**config.mk**
```make
export PLATFORM = sky130hd
export DESIGN_NAME = phase_scheduler
export DESIGN_NICKNAME = d
export VERILOG_FILES = /design/src/rtl/phase_scheduler.sv
export SDC_FILE = /design/constraint.sdc
export NUM_CORES = 1
export LEC_CHECK = 0
export CAP_MARGIN = 20
export CORE_MARGIN = 5
export CORE_UTILIZATION = 49
export CTS_BUF_LIST = sky130_fd_sc_hd__clkbuf_8
export CTS_CLUSTER_DIAMETER = 200
export DETAILED_ROUTE_END_ITERATION = 6
export PLACE_DENSITY = 0.85
export SYNTH_ARGS = -nofsm -noshare
export SYNTH_HDL_FRONTEND = slang
export SYNTH_SLANG_ARGS = --single-unit
```
**constraint.sdc**
```tcl
create_clock -name clk -period 2.2 [get_ports clk]
set_input_delay 0.55 -clock clk [delete_from_list [all_inputs] [get_ports clk]]
set_output_delay 0.55 -clock clk [all_outputs]
set_load 0.02 [all_outputs]
```
**src/rtl/phase_scheduler.sv**
```systemverilog
// Round-robin phase scheduler for a two-road intersection with a pedestrian
// crossing. Latches North/East/Ped requests, grants one phase at a time with
// fixed green/walk, yellow and all-red intervals, and decodes the active-low
// lamp outputs directly from the registered state and owner.
module phase_scheduler #(
  parameter int GREEN_T  = 30,
  parameter int WALK_T   = 20,
  parameter int YELLOW_T = 5,
  parameter int ALLRED_T = 2,
  parameter int CNT_W    = 5
) (
  input  logic             clk,
  input  logic             reset,
  input  logic             NorthSensor,
  input  logic             EastSensor,
  input  logic             PedButton,
  output logic             NorthRed,
  output logic             NorthYellow,
  output logic             NorthGreen,
  output logic             EastRed,
  output logic             EastYellow,
  output logic             EastGreen,
  output logic             PedWalk,
  output logic             PedDontWalk,
  output logic [2:0]       state,
  output logic [1:0]       owner,
  output logic [2:0]       pending,
  output logic [CNT_W-1:0] counter
);

  typedef enum logic [2:0] {
    ST_GREEN  = 3'd0,
    ST_DECIDE = 3'd1,
    ST_YELLOW = 3'd2,
    ST_ALLRED = 3'd3
  } state_e;

  localparam logic [1:0] OWN_N = 2'd0;
  localparam logic [1:0] OWN_E = 2'd1;
  localparam logic [1:0] OWN_P = 2'd2;

  // Terminal counts: the counter runs 0..T-1 in each timed interval.
  localparam logic [CNT_W-1:0] GREEN_LAST  = CNT_W'(GREEN_T - 1);
  localparam logic [CNT_W-1:0] WALK_LAST   = CNT_W'(WALK_T - 1);
  localparam logic [CNT_W-1:0] YELLOW_LAST = CNT_W'(YELLOW_T - 1);
  localparam logic [CNT_W-1:0] ALLRED_LAST = CNT_W'(ALLRED_T - 1);

  state_e           state_q, state_d;
  logic [1:0]       owner_q, owner_d;
  logic [1:0]       next_owner_q, next_owner_d;
  logic [CNT_W-1:0] counter_q, counter_d;
  logic [2:0]       pending_q, pending_d;

  logic [2:0]       req;
  logic [2:0]       own_mask;
  logic [2:0]       other_req;
  logic [2:0]       clr;
  logic [1:0]       pick;

  assign req       = {PedButton, EastSensor, NorthSensor};
  assign own_mask  = 3'b001 << owner_q;
  assign other_req = pending_q & ~own_mask;

  // First pending requester after the owner in N -> E -> Ped -> N order.
  always_comb begin
    pick = OWN_N;
    case (owner_q)
      OWN_N:   pick = pending_q[1] ? OWN_E : OWN_P;
      OWN_E:   pick = pending_q[2] ? OWN_P : OWN_N;
      OWN_P:   pick = pending_q[0] ? OWN_N : OWN_E;
      default: pick = pending_q[0] ? OWN_N : (pending_q[1] ? OWN_E : OWN_P);
    endcase
  end

  // Next-state logic for the phase FSM, interval counter and request latches.
  always_comb begin
    state_d      = state_q;
    owner_d      = owner_q;
    next_owner_d = next_owner_q;
    counter_d    = counter_q + CNT_W'(1);
    case (state_q)
      ST_GREEN: begin
        if (counter_q == ((owner_q == OWN_P) ? WALK_LAST : GREEN_LAST)) begin
          state_d   = ST_DECIDE;
          counter_d = '0;
        end
      end
      ST_DECIDE: begin
        // Rest in the current phase until somebody asks for right-of-way.
        counter_d = '0;
        if (|other_req) begin
          next_owner_d = pick;
          // Pedestrians have no yellow; go straight to clearance.
          state_d      = (owner_q == OWN_P) ? ST_ALLRED : ST_YELLOW;
        end else if (|(pending_q & own_mask)) begin
          state_d = ST_GREEN;
        end
      end
      ST_YELLOW: begin
        if (counter_q == YELLOW_LAST) begin
          state_d   = ST_ALLRED;
          counter_d = '0;
        end
      end
      ST_ALLRED: begin
        if (counter_q == ALLRED_LAST) begin
          state_d   = ST_GREEN;
          owner_d   = next_owner_q;
          counter_d = '0;
        end
      end
      default: begin
        state_d      = ST_GREEN;
        owner_d      = OWN_N;
        next_owner_d = OWN_N;
        counter_d    = '0;
      end
    endcase

    // A request is consumed on the cycle its phase is granted; the clear
    // beats a simultaneous new request from the same requester.
    clr = '0;
    if (state_d == ST_GREEN && state_q != ST_GREEN) begin
      clr = 3'b001 << owner_d;
    end
    pending_d = (pending_q | req) & ~clr;
  end

  // State registers with synchronous reset to GREEN/North.
  always_ff @(posedge clk) begin
    if (reset) begin
      state_q      <= ST_GREEN;
      owner_q      <= OWN_N;
      next_owner_q <= OWN_N;
      counter_q    <= '0;
      pending_q    <= '0;
    end else begin
      state_q      <= state_d;
      owner_q      <= owner_d;
      next_owner_q <= next_owner_d;
      counter_q    <= counter_d;
      pending_q    <= pending_d;
    end
  end

  // Active-low lamp decode; anything not explicitly lit stays off.
  always_comb begin
    NorthRed    = 1'b1;
    NorthYellow = 1'b1;
    NorthGreen  = 1'b1;
    EastRed     = 1'b1;
    EastYellow  = 1'b1;
    EastGreen   = 1'b1;
    PedWalk     = 1'b1;
    PedDontWalk = 1'b1;
    case (state_q)
      ST_GREEN, ST_DECIDE: begin
        case (owner_q)
          OWN_N: begin
            NorthGreen  = 1'b0;
            EastRed     = 1'b0;
            PedDontWalk = 1'b0;
          end
          OWN_E: begin
            EastGreen   = 1'b0;
            NorthRed    = 1'b0;
            PedDontWalk = 1'b0;
          end
          OWN_P: begin
            NorthRed = 1'b0;
            EastRed  = 1'b0;
            PedWalk  = 1'b0;
          end
          default: begin
            NorthRed    = 1'b0;
            EastRed     = 1'b0;
            PedDontWalk = 1'b0;
          end
        endcase
      end
      ST_YELLOW: begin
        PedDontWalk = 1'b0;
        case (owner_q)
          OWN_N: begin
            NorthYellow = 1'b0;
            EastRed     = 1'b0;
          end
          OWN_E: begin
            EastYellow = 1'b0;
            NorthRed   = 1'b0;
          end
          default: begin
            NorthRed = 1'b0;
            EastRed  = 1'b0;
          end
        endcase
      end
      default: begin
        // All-red clearance, and a safe display for any illegal encoding.
        NorthRed    = 1'b0;
        EastRed     = 1'b0;
        PedDontWalk = 1'b0;
      end
    endcase
  end

  assign state   = state_q;
  assign owner   = owner_q;
  assign pending = pending_q;
  assign counter = counter_q;

endmodule

```
==> results.tsv, run 1 <==
metric	value	unit
status	finished clean	
netlist_instances	117	
leakage	0.487	nW
start_kind	register	
n_antenna_cell	0	
slew_viol_final	0	
synth_cell_types	40	
worst-path-max-fanout	10	
first_global_vias	853	
die_width	53.5	um
postCtsHoldBufs	0	
synth_nets	125	
ctsLongestPathBuffers	2	
fin_ws	71.8	ps
grt.overflow.total	0	
yosys_warnings	0	
cts-root-buf	clkbuf_8	
final_net_count	151	
area_growth	34.8	%
endpoint_kind	primary output	
synth_area_leaders	dfxtp_1, nor2_1, mux2i_1	
setup_viol	0	
synth-seq-cells	15	
pre_cts_slack	188	ps
ios	26	
ir_worst_vdd	349	uV
cts_tree	yes	
dr.pass1.iters	4	
grt_antenna_before_repair	0	
holdWs	538	ps
start_util	0.526	
synth_top_flop_cell	dfxtp_1	
crit_arrival	1580	ps
register_area	305	um2
syn_area	927	um2
cellPowerDensity	462	nW/um2
clock_latency	250	ps
ant_nets	0	
postCtsSetupRepairBufs	0	
htreeDepth	1	
wl	2460	um
rsz0062_at_grt	false	
yosys-top-cells-count	nor2_1, dfxtp_1, inv_1	
coreArea	1760	um2
die_y	53.5	um
cts_inserted_buffers	3	
synth_edf_count	0	
drt_iter0_drc	41	
max-cap-violations	0	
yosysSeqAreaShare	0.324	
gp_congestion	0.852	
dpl.hpwl	1870	um
hold_class	register to register	
fmax	470	MHz
worstSetupPathType	register to primary output	
hold_viol_final	0	
yosysMostFrequentCell	nor2_1	
gr-usage-all-layers	0.194	
port_buffers	25	
async_flop_share	0	
fillers	167	
grt_pass1_wl	4060	um
grt_max_degree	12	
die_area	2860	um2
critPathRequiredTime	1650	ps
drive_gt1_frac	0.106	
cts.sinks	15	
vias_per_cell	5.50	
avgSynthCellArea	7.92	um2
yosysTopAreaCellShare	0.324	
multiInputGateArea	561	um2
finalCriticalPeriod	2130	ps
drc	0	
power.total	0.578	mW
fin_worst_skew	3.09	ps
vias	918	
cts.clk_slew.worst_paths	60	ps
final.period_utilization	0.967	
timing.setup.tns	0	ps
routedWlPerCell	14.7	um
rows	15	
synth_area_leader_cell	dfxtp_1	
## final cells by class
cell class | instances | share of cell area
timing repair buffer | 28 | 0.222
multi-input combinational | 87 | 0.448
sequential | 15 | 0.244
clock inverter | 1 | 0.00300
clock buffer | 3 | 0.0330
tap | 25 | 0.0250
inverter | 8 | 0.0240
## layer usage
metal	up-vias	wire [um]	part of all wire	GRT usage
met1	431	1150	0.47	0.263
met4	0	13	0.0053	0.0511
met3	2	164	0.067	0.0366
met2	30	1130	0.46	0.312
met5	-	0	0	0
li1	455	-	-	-
## power by group
part           leakage [nW]  switching, mW  total, mW  internal, mW
Combinational         0.336         0.0324     0.0659        0.0334
Clock                0.0269         0.0975      0.221         0.123
Sequential            0.124         0.0125      0.291         0.278
## flip-flops by register name, indices dropped and copies added, names as in the netlist
signal and flops:
counter 5, pending 3, state 3, next_owner_q 2
owner 2
## worst max-delay path, stage by stage (launching register included)
cell and delay (ps):
dfxtp_1 400, a21o_1 230, nor2_1 90, clkdlybuf4s50_1 610
## repair_timing
action	in CTS	in global routing
setup endpoints to repair	4	3
gates resized for setup	6	3
cloned	0	0
## logic make-up after synthesis
logic type                 share of synthesized area
AOI/OAI and AO/OA                              0.190
buffers and inverters                         0.0715
muxes                                         0.0553
DFF                                            0.324
other                                        0.00404
and+or+nand+nor                                0.286
xor gates and xnor gates                      0.0283
adders and majority gates                     0.0405
## cell usage in the layout, fill, tap and decap left out, drive strengths merged, types with 3 or more instances in the layout
| cell type | synthesis | final |
|---|---|---|
| clkbuf | 3 | 3 |
| nand2b | 5 | 5 |
| ha | 3 | 3 |
| clkdlybuf4s50 | 0 | 20 |
| nand3 | 5 | 5 |
| buf | 4 | 3 |
| o21ai | 3 | 3 |
| a311oi | 3 | 3 |
| mux2i | 4 | 4 |
| a211oi | 4 | 4 |
| or3 | 3 | 3 |
| nor2 | 17 | 17 |
| inv | 8 | 9 |
| dfxtp | 15 | 15 |
| a21oi | 5 | 5 |
| nand2 | 7 | 7 |
| dlymetal6s2s | 0 | 3 |
## stage by stage
stage | cells | utilization | instance area, um2
after floorplan | 117 | - | 927
after global placement | 163 | 0.677 | 1190
after detailed placement | 163 | 0.677 | 1190
after CTS | 167 | 0.704 | 1240
after global routing | 167 | 0.709 | 1250
final | 167 | 0.709 | 1250
## final timing paths
kind	from	depth (start not counted)	end	slack, ps
worst max-delay path	state[0]$_SDFF_PP0_	3	EastRed	70
worst min-delay path	next_owner_q[0]$_SDFFE_PP0P_	2	next_owner_q[0]$_SDFFE_PP0P_	540
worst max register to register	counter[0]$_SDFF_PP0_	5	pending[2]$_SDFF_PP0_	220
worst min register to register	next_owner_q[0]$_SDFFE_PP0P_	2	next_owner_q[0]$_SDFFE_PP0P_	540
Power figures use the tool's default switching activity.
==> run 2: changes to the inputs <==
--- a/config.mk
+++ b/config.mk
@@ -6,12 +6,13 @@
 export NUM_CORES = 1
 export LEC_CHECK = 0
 export CAP_MARGIN = 20
-export CORE_MARGIN = 5
-export CORE_UTILIZATION = 49
+export CORE_MARGIN = 2
+export CORE_UTILIZATION = 64
 export CTS_BUF_LIST = sky130_fd_sc_hd__clkbuf_8
 export CTS_CLUSTER_DIAMETER = 200
 export DETAILED_ROUTE_END_ITERATION = 6
-export PLACE_DENSITY = 0.85
+export DONT_BUFFER_PORTS = 1
+export PLACE_DENSITY = 0.83
 export SYNTH_ARGS = -nofsm -noshare
 export SYNTH_HDL_FRONTEND = slang
 export SYNTH_SLANG_ARGS = --single-unit
==> run 2 against run 1 <==
Effect of this change:
- wire length decreased by 9.8%
- combinational power fell by 26%
- sequential power is essentially flat
- first-iteration DRC count is 44% lower
- global-route usage up 6.9 points
- critical endpoint is now PedDontWalk
- clock power hardly changed
- sequential cell count is the same
- core utilization grew 5.1 points
==> results.tsv, run 2 (synthesis gave the netlist of run 1 again) <==
metric	value	unit	change
r2r-start	counter[1]$_SDFF_PP0_		
crit_path_start	state[2]$_SDFF_PP0_		
mostFrequentLayoutCell	nor2_1		
ios	26		unchanged
power.internal	0.422	mW	-3.0%
hold_class	primary input to register		
max_stage_delay	670	ps	+60 ps
wl	2220	um	-9.8%
vias_per_cell	6.39		+16%
ant_nets	0		unchanged
worst-path-max-fanout	11		+1
power.total	0.561	mW	-2.9%
grt_max_degree	14		+2
rows	13		-2
cts_resized	0		-6
area_growth	9.31	%	
slew_viol_final	0		unchanged
postLayoutCoreUtil	0.760		+0.0513
p_seq_frac	0.521		+0.018
grt_pass1_wl	3550	um	-12%
crit_path_cell_trace	nor2_1, nand2_1, inv_1		
cts.clk_slew.worst_paths	60	ps	about the same
grt_antenna_before_repair	0		unchanged
ir_worst_vdd	462	uV	+33%
dr.pass1.iters	4		unchanged
cts_tree	yes		
die_width	42.1	um	-21%
gr-usage-all-layers	0.263		+0.0688
final_area	1010	um2	-19%
postCtsSetupRepairBufs	0		unchanged
ctsLongestPathBuffers	2		unchanged
start_kind	register		
register_area	300	um2	-1.6%
fin_worst_skew	3.02	ps	-0.0635 ps
leakage	0.391	nW	-20%
n_antenna_cell	0		unchanged
start_util	0.695		+0.170
max-cap-violations	0		unchanged
drive_gt1_frac	0.132		+0.0266
cts-root-buf	clkbuf_8		
hp-start	reset		
routedWlPerCell	16.3	um	+11%
worstSetupPathType	register to primary output		
max_slew.worst_pin.slew	547	ps	
final_cell_mix	nor2_1, dfxtp_1, inv_1, nand2_1, buf_4		
critPathTopFamily	flip-flops		
die_y	42.1	um	-21%
rsz0062_at_grt	false		
final.period_utilization	0.931		-0.0366
place_area	962	um2	-19%
cts.sinks	15		unchanged
largest_register_ffs	5		unchanged
fillers	115		-31%
crit_path_top_delay_cell	dfxtp_1		
drt_iter0_drc	23		-44%
coreArea	1330	um2	-24%
netSwitchingPower	0.139	mW	-2.6%
final_net_count	130		-14%
endpoint_kind	primary output		
postCtsHoldBufs	0		unchanged
pwr-share-clk	0.393		+0.010
clock_latency	250	ps	about the same
htreeDepth	1		unchanged
gp_congestion	0.856		+0.46%
netSwitchingFraction	0.247		+0.000775
fin_ws	152	ps	+80.5 ps
pwr-share-comb	0.087		-0.027
status	finished clean		
multiInputGateArea	567	um2	+1.1%
finalCriticalPeriod	2050	ps	-80.5 ps
pre_cts_slack	180	ps	-7.57 ps
timing.setup.tns	0	ps	unchanged
cellPowerDensity	553	nW/um2	+20%
setup_viol	0		unchanged
die_area	1770	um2	-38%
hold_viol_final	0		unchanged
fmax	488	MHz	+3.9%
port_buffers	0		-100%
grt.overflow.total	0		unchanged
cts_inserted_buffers	3		unchanged
critPathRequiredTime	1650	ps	about the same
slew_headroom	0.635		
dpl.hpwl	1650	um	-12%
first_global_vias	834		-2.2%
crit_arrival	1500	ps	-80 ps
drc	0		unchanged
vias	869		-5.3%
critPathBufInv	1		unchanged
## run 2: stage by stage
stage / std cells / hold WS [ps]
2_1_floorplan: 117 / 486
3_3_place_gp: 132 / 488
3_5_place_dp: 132 / 513
4_1_cts: 136 / 365
5_1_grt: 136 / 359
6_report: 136 / 362
## run 2: final timing paths
check	cells past startpoint	endpoint	slack (ps)
worst min register to register	1	counter[0]$_SDFF_PP0_	530
worst min-delay path	1	pending[0]$_SDFF_PP0_	360
worst max-delay path	3	PedDontWalk	150
worst max register to register	7	pending[0]$_SDFF_PP0_	260
## run 2: layout make-up
cell class                      count  share of cell area
Sequential cell                    15               0.296
Inverter                            8              0.0296
Clock inverter                      1             0.00370
Timing Repair Buffer                7              0.0519
Clock buffer                        3              0.0407
Tap cell                           15              0.0185
Multi-Input combinational cell     87               0.559
## run 2: metal layers
| metal | wire length [um] | up-vias | track usage |
|---|---|---|---|
| met1 | 892 | 393 | 0.286 |
| met5 | 0 | - | 0 |
| met3 | 155 | 7 | 0.0690 |
| met4 | 44 | 0 | 0.144 |
| met2 | 1120 | 49 | 0.459 |
| li1 | - | 420 | - |
## run 2: power groups by stage
stage	clock, mW	combinational (mW)	sequential [mW]
after floorplan	0	0.0307	0.299
after detailed placement	0	0.0473	0.297
final	0.220	0.0487	0.292
after global routing	0.229	0.0536	0.293
after CTS	0.217	0.0481	0.291
after global placement	0	0.0453	0.297
